File: src/rtl/microc_pkg.sv
// rtl/microc_pkg.sv - shared ALU opcodes and opcode width for the microcontroller datapath
package microc_pkg;

  localparam int OPW = 6;

  localparam logic [2:0] ALU_PASS = 3'b000;
  localparam logic [2:0] ALU_NOT  = 3'b001;
  localparam logic [2:0] ALU_ADD  = 3'b010;
  localparam logic [2:0] ALU_SUB  = 3'b011;
  localparam logic [2:0] ALU_AND  = 3'b100;
  localparam logic [2:0] ALU_OR   = 3'b101;
  localparam logic [2:0] ALU_NEGA = 3'b110;
  localparam logic [2:0] ALU_NEGB = 3'b111;

endpackage

File: src/rtl/microc_stack.sv
// rtl/microc_stack.sv - parametrised return-address LIFO; push on full and pop on empty are ignored
module microc_stack #(
  parameter int W     = 10,
  parameter int DEPTH = 4
) (
  input  logic         clk,
  input  logic         reset,
  input  logic         push,
  input  logic         pop,
  input  logic [W-1:0] data,
  output logic [W-1:0] top,
  output logic         full,
  output logic         empty
);

  localparam int SPW  = $clog2(DEPTH + 1);
  localparam int IDXW = (DEPTH > 1) ? $clog2(DEPTH) : 1;
  localparam logic [SPW-1:0] ONE    = SPW'(1);
  localparam logic [SPW-1:0] FULL_V = SPW'(DEPTH);

  logic [W-1:0]   mem [2**IDXW];
  logic [SPW-1:0] sp;

  assign full  = (sp == FULL_V);
  assign empty = (sp == '0);
  // sp points one past the newest entry
  assign top   = mem[IDXW'(sp - ONE)];

  always_ff @(posedge clk) begin
    if (!reset && push && !full) begin
      mem[IDXW'(sp)] <= data;
    end
  end

  always_ff @(posedge clk) begin
    if (reset) begin
      sp <= '0;
    end else if (push && !full) begin
      sp <= sp + ONE;
    end else if (pop && !empty) begin
      sp <= sp - ONE;
    end
  end

endmodule

File: src/rtl/microc_dp_param.sv
// rtl/microc_dp_param.sv - microcontroller datapath with return stack; CARRY_FLAG_EN enables the carry flag
module microc_dp_param
  import microc_pkg::*;
#(
  parameter int DW     = 8,
  parameter int RA     = 4,
  parameter int PCW    = 10,
  parameter int SDEPTH = 4,
  parameter int IW     = 6 + DW + RA
) (
  input  logic           clk,
  input  logic           reset,
  input  logic           s_inc,
  input  logic           s_inm,
  input  logic           we3,
  input  logic [2:0]     op,
  input  logic           s_call,
  input  logic           s_ret,
  input  logic [IW-1:0]  instr,
  output logic [PCW-1:0] pc,
  output logic [OPW-1:0] opcode,
  output logic           z,
  output logic           c,
  output logic           stk_err
);

  logic [DW-1:0]  imm, a, b, alu_y, wd3, sum, dif;
  logic [RA-1:0]  wa3, ra1, ra2;
  logic [PCW-1:0] jaddr, pc_inc, stk_top;
  logic           stk_full, stk_empty, push, pop;
  logic [DW-1:0]  rf [2**RA];

  assign opcode = instr[IW-1:IW-OPW];
  assign imm    = instr[RA+DW-1:RA];
  assign wa3    = instr[RA-1:0];
  assign ra1    = instr[3*RA-1:2*RA];
  assign ra2    = instr[2*RA-1:RA];
  assign jaddr  = instr[PCW-1:0];

  assign a   = (ra1 == '0) ? '0 : rf[ra1];
  assign b   = (ra2 == '0) ? '0 : rf[ra2];
  assign wd3 = s_inm ? imm : alu_y;

  always_ff @(posedge clk) begin
    if (!reset && we3 && (wa3 != '0)) begin
      rf[wa3] <= wd3;
    end
  end

`ifdef CARRY_FLAG_EN
  logic [DW:0] add_w, sub_w;
  logic        carry;
  assign add_w = {1'b0, a} + {1'b0, b};
  assign sub_w = {1'b0, a} - {1'b0, b};
  assign sum   = add_w[DW-1:0];
  assign dif   = sub_w[DW-1:0];
  // the extra MSB of a zero-extended subtract is the borrow
  assign carry = (op == ALU_ADD) ? add_w[DW] : (op == ALU_SUB) ? sub_w[DW] : 1'b0;

  always_ff @(posedge clk) begin
    if (reset) begin
      c <= 1'b0;
    end else if (we3 && !s_inm) begin
      c <= carry;
    end
  end
`else
  assign sum = a + b;
  assign dif = a - b;
  assign c   = 1'b0;
`endif

  always_comb begin
    alu_y = a;
    case (op)
      ALU_PASS: alu_y = a;
      ALU_NOT:  alu_y = ~a;
      ALU_ADD:  alu_y = sum;
      ALU_SUB:  alu_y = dif;
      ALU_AND:  alu_y = a & b;
      ALU_OR:   alu_y = a | b;
      ALU_NEGA: alu_y = '0 - a;
      ALU_NEGB: alu_y = '0 - b;
      default:  alu_y = a;
    endcase
  end

  always_ff @(posedge clk) begin
    if (reset) begin
      z <= 1'b0;
    end else if (we3 && !s_inm) begin
      z <= (alu_y == '0);
    end
  end

  assign pc_inc = pc + PCW'(1);
  assign push   = s_call && !s_ret && !stk_full;
  assign pop    = s_ret && !stk_empty;

  microc_stack #(.W(PCW), .DEPTH(SDEPTH)) u_stack (
    .clk   (clk),
    .reset (reset),
    .push  (push),
    .pop   (pop),
    .data  (pc_inc),
    .top   (stk_top),
    .full  (stk_full),
    .empty (stk_empty)
  );

  // return outranks call; a return on an empty stack falls through to pc+1
  always_ff @(posedge clk) begin
    if (reset) begin
      pc <= '0;
    end else if (s_ret) begin
      pc <= stk_empty ? pc_inc : stk_top;
    end else if (s_call) begin
      pc <= jaddr;
    end else if (s_inc) begin
      pc <= pc_inc;
    end else begin
      pc <= jaddr;
    end
  end

  always_ff @(posedge clk) begin
    if (reset) begin
      stk_err <= 1'b0;
    end else if ((s_ret && stk_empty) || (s_call && !s_ret && stk_full)) begin
      stk_err <= 1'b1;
    end
  end

endmodule

File: config.mk
export PLATFORM = sky130hd
export DESIGN_NAME = microc_dp_param
export DESIGN_NICKNAME = d
export VERILOG_FILES = /design/src/rtl/microc_pkg.sv /design/src/rtl/microc_stack.sv /design/src/rtl/microc_dp_param.sv
export SDC_FILE = /design/constraint.sdc
export NUM_CORES = 1
export LEC_CHECK = 0
export ABC_CLOCK_PERIOD_IN_PS = 4750
export CAP_MARGIN = 40
export CORE_ASPECT_RATIO = 1.5
export CORE_MARGIN = 2
export CORE_UTILIZATION = 47
export DETAILED_ROUTE_END_ITERATION = 6
export PLACE_DENSITY = 0.63
export SLEW_MARGIN = 20
export SYNTH_ARGS = -nofsm -noshare
export SYNTH_HDL_FRONTEND = slang
export SYNTH_SLANG_ARGS = --single-unit
File: constraint.sdc
create_clock -name clk -period 4.75 [get_ports clk]
set_input_delay 1.1875 -clock clk [delete_from_list [all_inputs] [get_ports clk]]
set_output_delay 1.1875 -clock clk [all_outputs]
set_load 0.005 [all_outputs]
Word-level counts from Yosys, hierarchy flattened
Memories as Yosys holds them, arrays and structs flattened.
Index checks and enable logic that the tools add are counted.

storage, ports and cells
  flip-flop bits (word level) = 15
  memory bits (writable) = 168
  input port bits = 28
  output and inout bits = 19
  word-level logic and storage cells = 63
  memories kept = 2

memory list
  name         words  bits a word  rd ports  clocked after memory_dff  wr ports  line                   RTL
  rf           16     8            2         0                         1         microc_dp_param.sv:31  logic [DW-1:0] rf [2**RA];
  u_stack.mem  4      10           1         0                         1         microc_stack.sv:21     logic [W-1:0] mem [2**IDXW];

operators by class
  add/subtract/negate cells = 7
  equal/unequal tests = 8
  mux-type cells = 14
  bitwise gates (word level) = 3
  reductions and logical operators = 25

operators by type and width
  kind                   number
  $pmux 8 s8             1
  $mux 10                4
  $mux 8                 3
  $sub 1x8->8 const A    2
  $eq 3x3->1 const B     5
  $logic_and 1x1->1      12
  $add 10x1->10 const B  1
  $add 8x8->8            1
  $and 8x8->8            1
  $logic_not 4->1        2
  $logic_not 8->1        1
  $not 8->8              1
  $or 8x8->8             1
  $sub 8x8->8            1
  $eq 3x2->1 const B     2
  $logic_not 3->1        2
  $mux 3                 2
  $logic_not 1->1        5
  $mux 1                 4
  $reduce_bool 4->1      1
  $add 3x1->3 const B    1
  $eq 3x1->1 const B     1
  $sub 3x1->3 const B    1
  $reduce_bool 2->1      1
  $logic_or 1x1->1       1

Logic depth before layout (Yosys ltp)
  word-level depth = 7
  depth in mapped cells = 21
  depth with buffers taken out = 17

Modules after synthesis
A second synthesis with hierarchy kept.

second synthesis, totals
  cells, all modules = 770
  area, all modules = 10107.2 sq um

by module, submodules not included
  module           instances  cells an instance  area each (sq um)  sequential area each (sq um)
  microc_dp_param  1          685                8369.3             4023.9
  microc_stack     1          85                 1737.9             1261.2

Worst setup path after synthesis
Ideal clock, no wire load.

  kind = input to register
  from = in instr[4]
  to = mem rf[10][3], data pin
  library setup time = 290 ps
  arrival = 4622 ps
  required time = 4460 ps
  slack = -163 ps
  cell stages on the path = 19
  cell sequence = buf_6 -> buf_8 -> buf_8 -> buf_6 -> mux2i_1 -> a22oi_1 -> a32oi_1 -> ha_1 -> nand2_1 -> o21ai_0 -> inv_1 -> ha_1 -> nor2b_1 -> o21ai_0 -> a21boi_0 -> or4_1 -> o21ai_0 -> a2bb2oi_1 -> mux2i_1

between the ends
  cells in the longest elaborated chain, start to end = 5
  elaborated cells between the ends (all ways) = 10

ends and longest elaborated chain
  what                                                    line                   RTL
  start, declared                                         microc_dp_param.sv:19  input logic [IW-1:0] instr,
  $mem_v2 16x8 / $logic_not 4->1 (equally long branches)  -
  $mux 8 (*)                                              microc_dp_param.sv:41  assign b = (ra2 == '0) ? '0 : rf[ra2];
  $sub 1x8->8 (tied with other cells)                     microc_dp_param.sv:83  ALU_NEGB: alu_y = '0 - b;
  $pmux 8 s8 (*)                                          microc_dp_param.sv:75  case (op)
  $mux 8 (*)                                              microc_dp_param.sv:42  assign wd3 = s_inm ? imm : alu_y;
  net wd3[3]                                              microc_dp_param.sv:27  logic [DW-1:0] imm, a, b, alu_y, wd3, sum, dif;
  end, declared                                           microc_dp_param.sv:31

Mark *: on every way through the listed nets, which the timed path passes. The rest lies on a longest branch.

Final worst setup path
  from = in instr[10]
  to = mem rf[5][6], data pin

between the ends
  cells in the longest elaborated chain, start to end = 5
  elaborated cells between the ends (all ways) = 11

ends and longest elaborated chain
  what                                                    line                   RTL
  $mem_v2 16x8 / $logic_not 4->1 (equally long branches)  -
  $mux 8                                                  microc_dp_param.sv:40  assign a = (ra1 == '0) ? '0 : rf[ra1];
  $sub 1x8->8 (tied with other cells)                     microc_dp_param.sv:82  ALU_NEGA: alu_y = '0 - a;
  $pmux 8 s8                                              microc_dp_param.sv:75
  $mux 8 (*)                                              microc_dp_param.sv:42
  net wd3[6]                                              microc_dp_param.sv:27

Marked as above.

==> impl_results.md <==
- Area share of the largest cell type after synthesis: 0.510
- Synth-to-Final Area Change: 22.5%
- Number of H-tree levels: 4
- Switching pwr: 1.27 mW
- Critical path type: in2reg
- Crit path time final: 4.62 ns
- Largest net degree at the start of global routing: 24
- Ys Warns: 0
- Initial DRC Count: 496
- Pwr Density: 375 nW/um^2
- Rel. slew slack: 0.376
- Sw frac: 0.283
- Status: finished, final reports clean
- Max Clock Freq: 217 MHz
- Global-route track usage on met2: 0.460
- Core Area: 20,300 um^2
- Routability cong.: 0.917
- Clock network fraction of total power: 0.311
- Post-synth cell types: 65
- Via density: between 5 and 6
- Maxcap violations: 0
- Total power: around 4.5 mW
- Post-Syn Area: just under 10,000 um^2
- Critical path endpoint category: flop
- Hold Path Class: reg2reg
- Pleak: roughly 4.3 nW
- Drt total wl: 26,400 um
- Final instance area: between 10,000 and 15,000 um^2
- Worst setup path startpoint: instr[10]
- Startpoint types: input port
- Most used DFF post-synth: edfxtp_1
- First-pass GRT wire length: 39,700 um
- Gr ovfl total: 0
- Antenna-violating nets left: 0
- Total GRT Usage: 0.245
- Initial antenna violation count: 0
- Synth Register Bits: 180
- Pins over their slew limit: 0
- CTS tree: yes
- Slew @ Worst Pin: 0.925 ns
- Setup Viol. Count Final: 0
- Sequential Power Share: 0.426
- Most frequent cells after synthesis: edfxtp_1, nor2_1, mux4_2
- Most frequent cell after synthesis: edfxtp_1
- Combinational Power Share: 0.263
- Root buf cell: clkbuf_16
- Pint: 3.20 mW
- I/O pin count: 47
- GRT busiest layer: met2
- Syn Area/Cell: 13.7 um^2
- Detailed placer's ending HPWL: 19,700 um
- Die Y-Extent: 180 um
- Max Root-Sink Buffers: 2
- Number of enable flip-flop cells after synthesis: around 170
- GRT met3 Usage: 0.0329
- IO Port Bufs: 33
- Routed vias: around 6,700
- Worst r2r src: rf[0][1]
- Number of global-route vias before repair: 7,059
- Clock Skew: ~0.0098 ns
- # DRC: 0
- Clk_lat worst skew: between 0.4 and 0.5 ns
- Std cell rows: 64
- Nets: between 800 and 900
- Clk pin slew, worst setup/hold paths: 0.06 ns
- Routing usage on met1: 0.271
- Dominant cell type by area after synthesis: edfxtp_1
- Final hold violation count: 0
- # diodes: 0
- Fin Hold WS: 0.479 ns
- Share of layout cells above drive strength 1: 0.307
- Worst EP required: around 4.9 ns
- Peak supply drop: 0.380 mV
- DIE WIDTH: ~120 um
- Synth Instances: 707
- Die area: 21,900 um^2
- Dpl cell area: 11,200 um^2
- Register area share after synthesis: 0.541
- CP arrival: 4.78 ns
- Final period util: 0.972
- Drt wl/cell: 23.5 um
- Async set or reset register ratio after synthesis: 0
- Hold Buf Count CTS: 0
- Hold_sp: stk_err
- Synth area leaders: edfxtp_1, mux4_2, mux2i_1
- Number of CTS-inserted buffers: 17
- CP Max Fanout: 16
- Clock Sinks: 180
- 1st-pass router iterations: 5
- Initial Utilization: 0.478
worst max-delay path, cell delays in order:
cell and delay, ns:
clkdlybuf4s50_1 0.53, buf_12 0.16, buf_4 0.16, nor3_1 0.05, nor2_1 0.42, buf_4 0.20
a21oi_1 0.08, ha_1 0.23, fa_1 0.40, nor2b_1 0.13, o21ai_0 0.08, nand2b_1 0.11
a21o_1 0.13, a21oi_1 0.07, xnor2_1 0.12, a31oi_1 0.20, o22ai_2 0.11, mux2_4 0.36
cells by family (layout without fill, tap and decap cells):
| family | Yosys count | in the layout | share of synthesized area |
|---|---|---|---|
| flops | 180 | 180 | 0.541 |
| simple gates | 174 | 174 | 0.0869 |
| compound gates | 121 | 121 | 0.0864 |
| mux | 117 | 118 | 0.200 |
| buf+inv | 68 | 214 | 0.0362 |
| xor+xnor | 27 | 27 | 0.0243 |
| fa+ha+maj | 19 | 19 | 0.0252 |
| other cells | 1 | 6 | 0.000386 |
flip-flops by register name, indices dropped and copies added, names as in the netlist:
signal,count
pc,10
rf,125
stk_err,1
u_stack.mem,40
u_stack.sp,3
z,1
path summary, 6_finish.rpt:
| kind | slack, ns | cells past startpoint | end |
|---|---|---|---|
| worst min-delay path | 0.48 | 2 | stk_err |
| worst max register to register | 0.75 | 17 | rf[2][7] |
| worst min register to register | 0.48 | 2 | stk_err |
| worst max-delay path | 0.13 | 18 | rf[5][6] |
power groups by stage:
stage	Combinational, mW	Clock [mW]	Sequential (mW)
after floorplan	0.717	0	1.93
after global placement	1.11	0	1.93
after detailed placement	1.14	0	1.94
after CTS	1.15	1.40	1.90
after global routing	1.27	1.47	1.91
final	1.17	1.39	1.90
area by class of cell:
| cell class | instances | area, um^2 |
|---|---|---|
| flip-flops and latches | 180 | 5260 |
| well taps | 264 | 330 |
| fillers | 1673 | 8430 |
| inverters | 23 | 86.3 |
| multi-input cells | 465 | 4290 |
| repair buffers | 159 | 1370 |
| clock buffers | 18 | 429 |
| clock inverters | 14 | 154 |
repair_timing:
action,CTS,global route
pin swaps,1,10
gates cloned,0,1
gates resized for setup,8,37
buffers inserted,0,1
endpoints found under the setup margin,63,63
metal layers:
metal | routed length [um] | part of all wire | up-vias
met5 | 0 | 0 | -
met2 | 14800 | 0.56 | 244
met4 | 988 | 0.037 | 0
li1 | - | - | 3042
met1 | 9570 | 0.36 | 3352
met3 | 1110 | 0.042 | 67
stage by stage:
stage / setup WS (ns) / instances / setup TNS, ns / utilization
2_1_floorplan: 0.0128 / 712 / 0 / -
3_3_place_gp: -0.716 / 1087 / -48.95 / 0.548
3_5_place_dp: -0.752 / 1089 / -49.08 / 0.549
4_1_cts: 0.00138 / 1121 / 0 / 0.578
5_1_grt: -0.0511 / 1123 / -0.761 / 0.585
6_report: 0.133 / 1123 / 0 / 0.585
layout by cell type (no fill, tap or decap), types with 20 or more instances in the layout:
cell	n
nand2_1	32
inv_1	20
nor2_1	58
mux4_2	41
edfxtp_1	165
clkdlybuf4s50_1	28
mux2i_1	34
mux2_2	21
a21oi_1	26
buf_4	116
No activity file was read; power rests on OpenSTA's default activity.
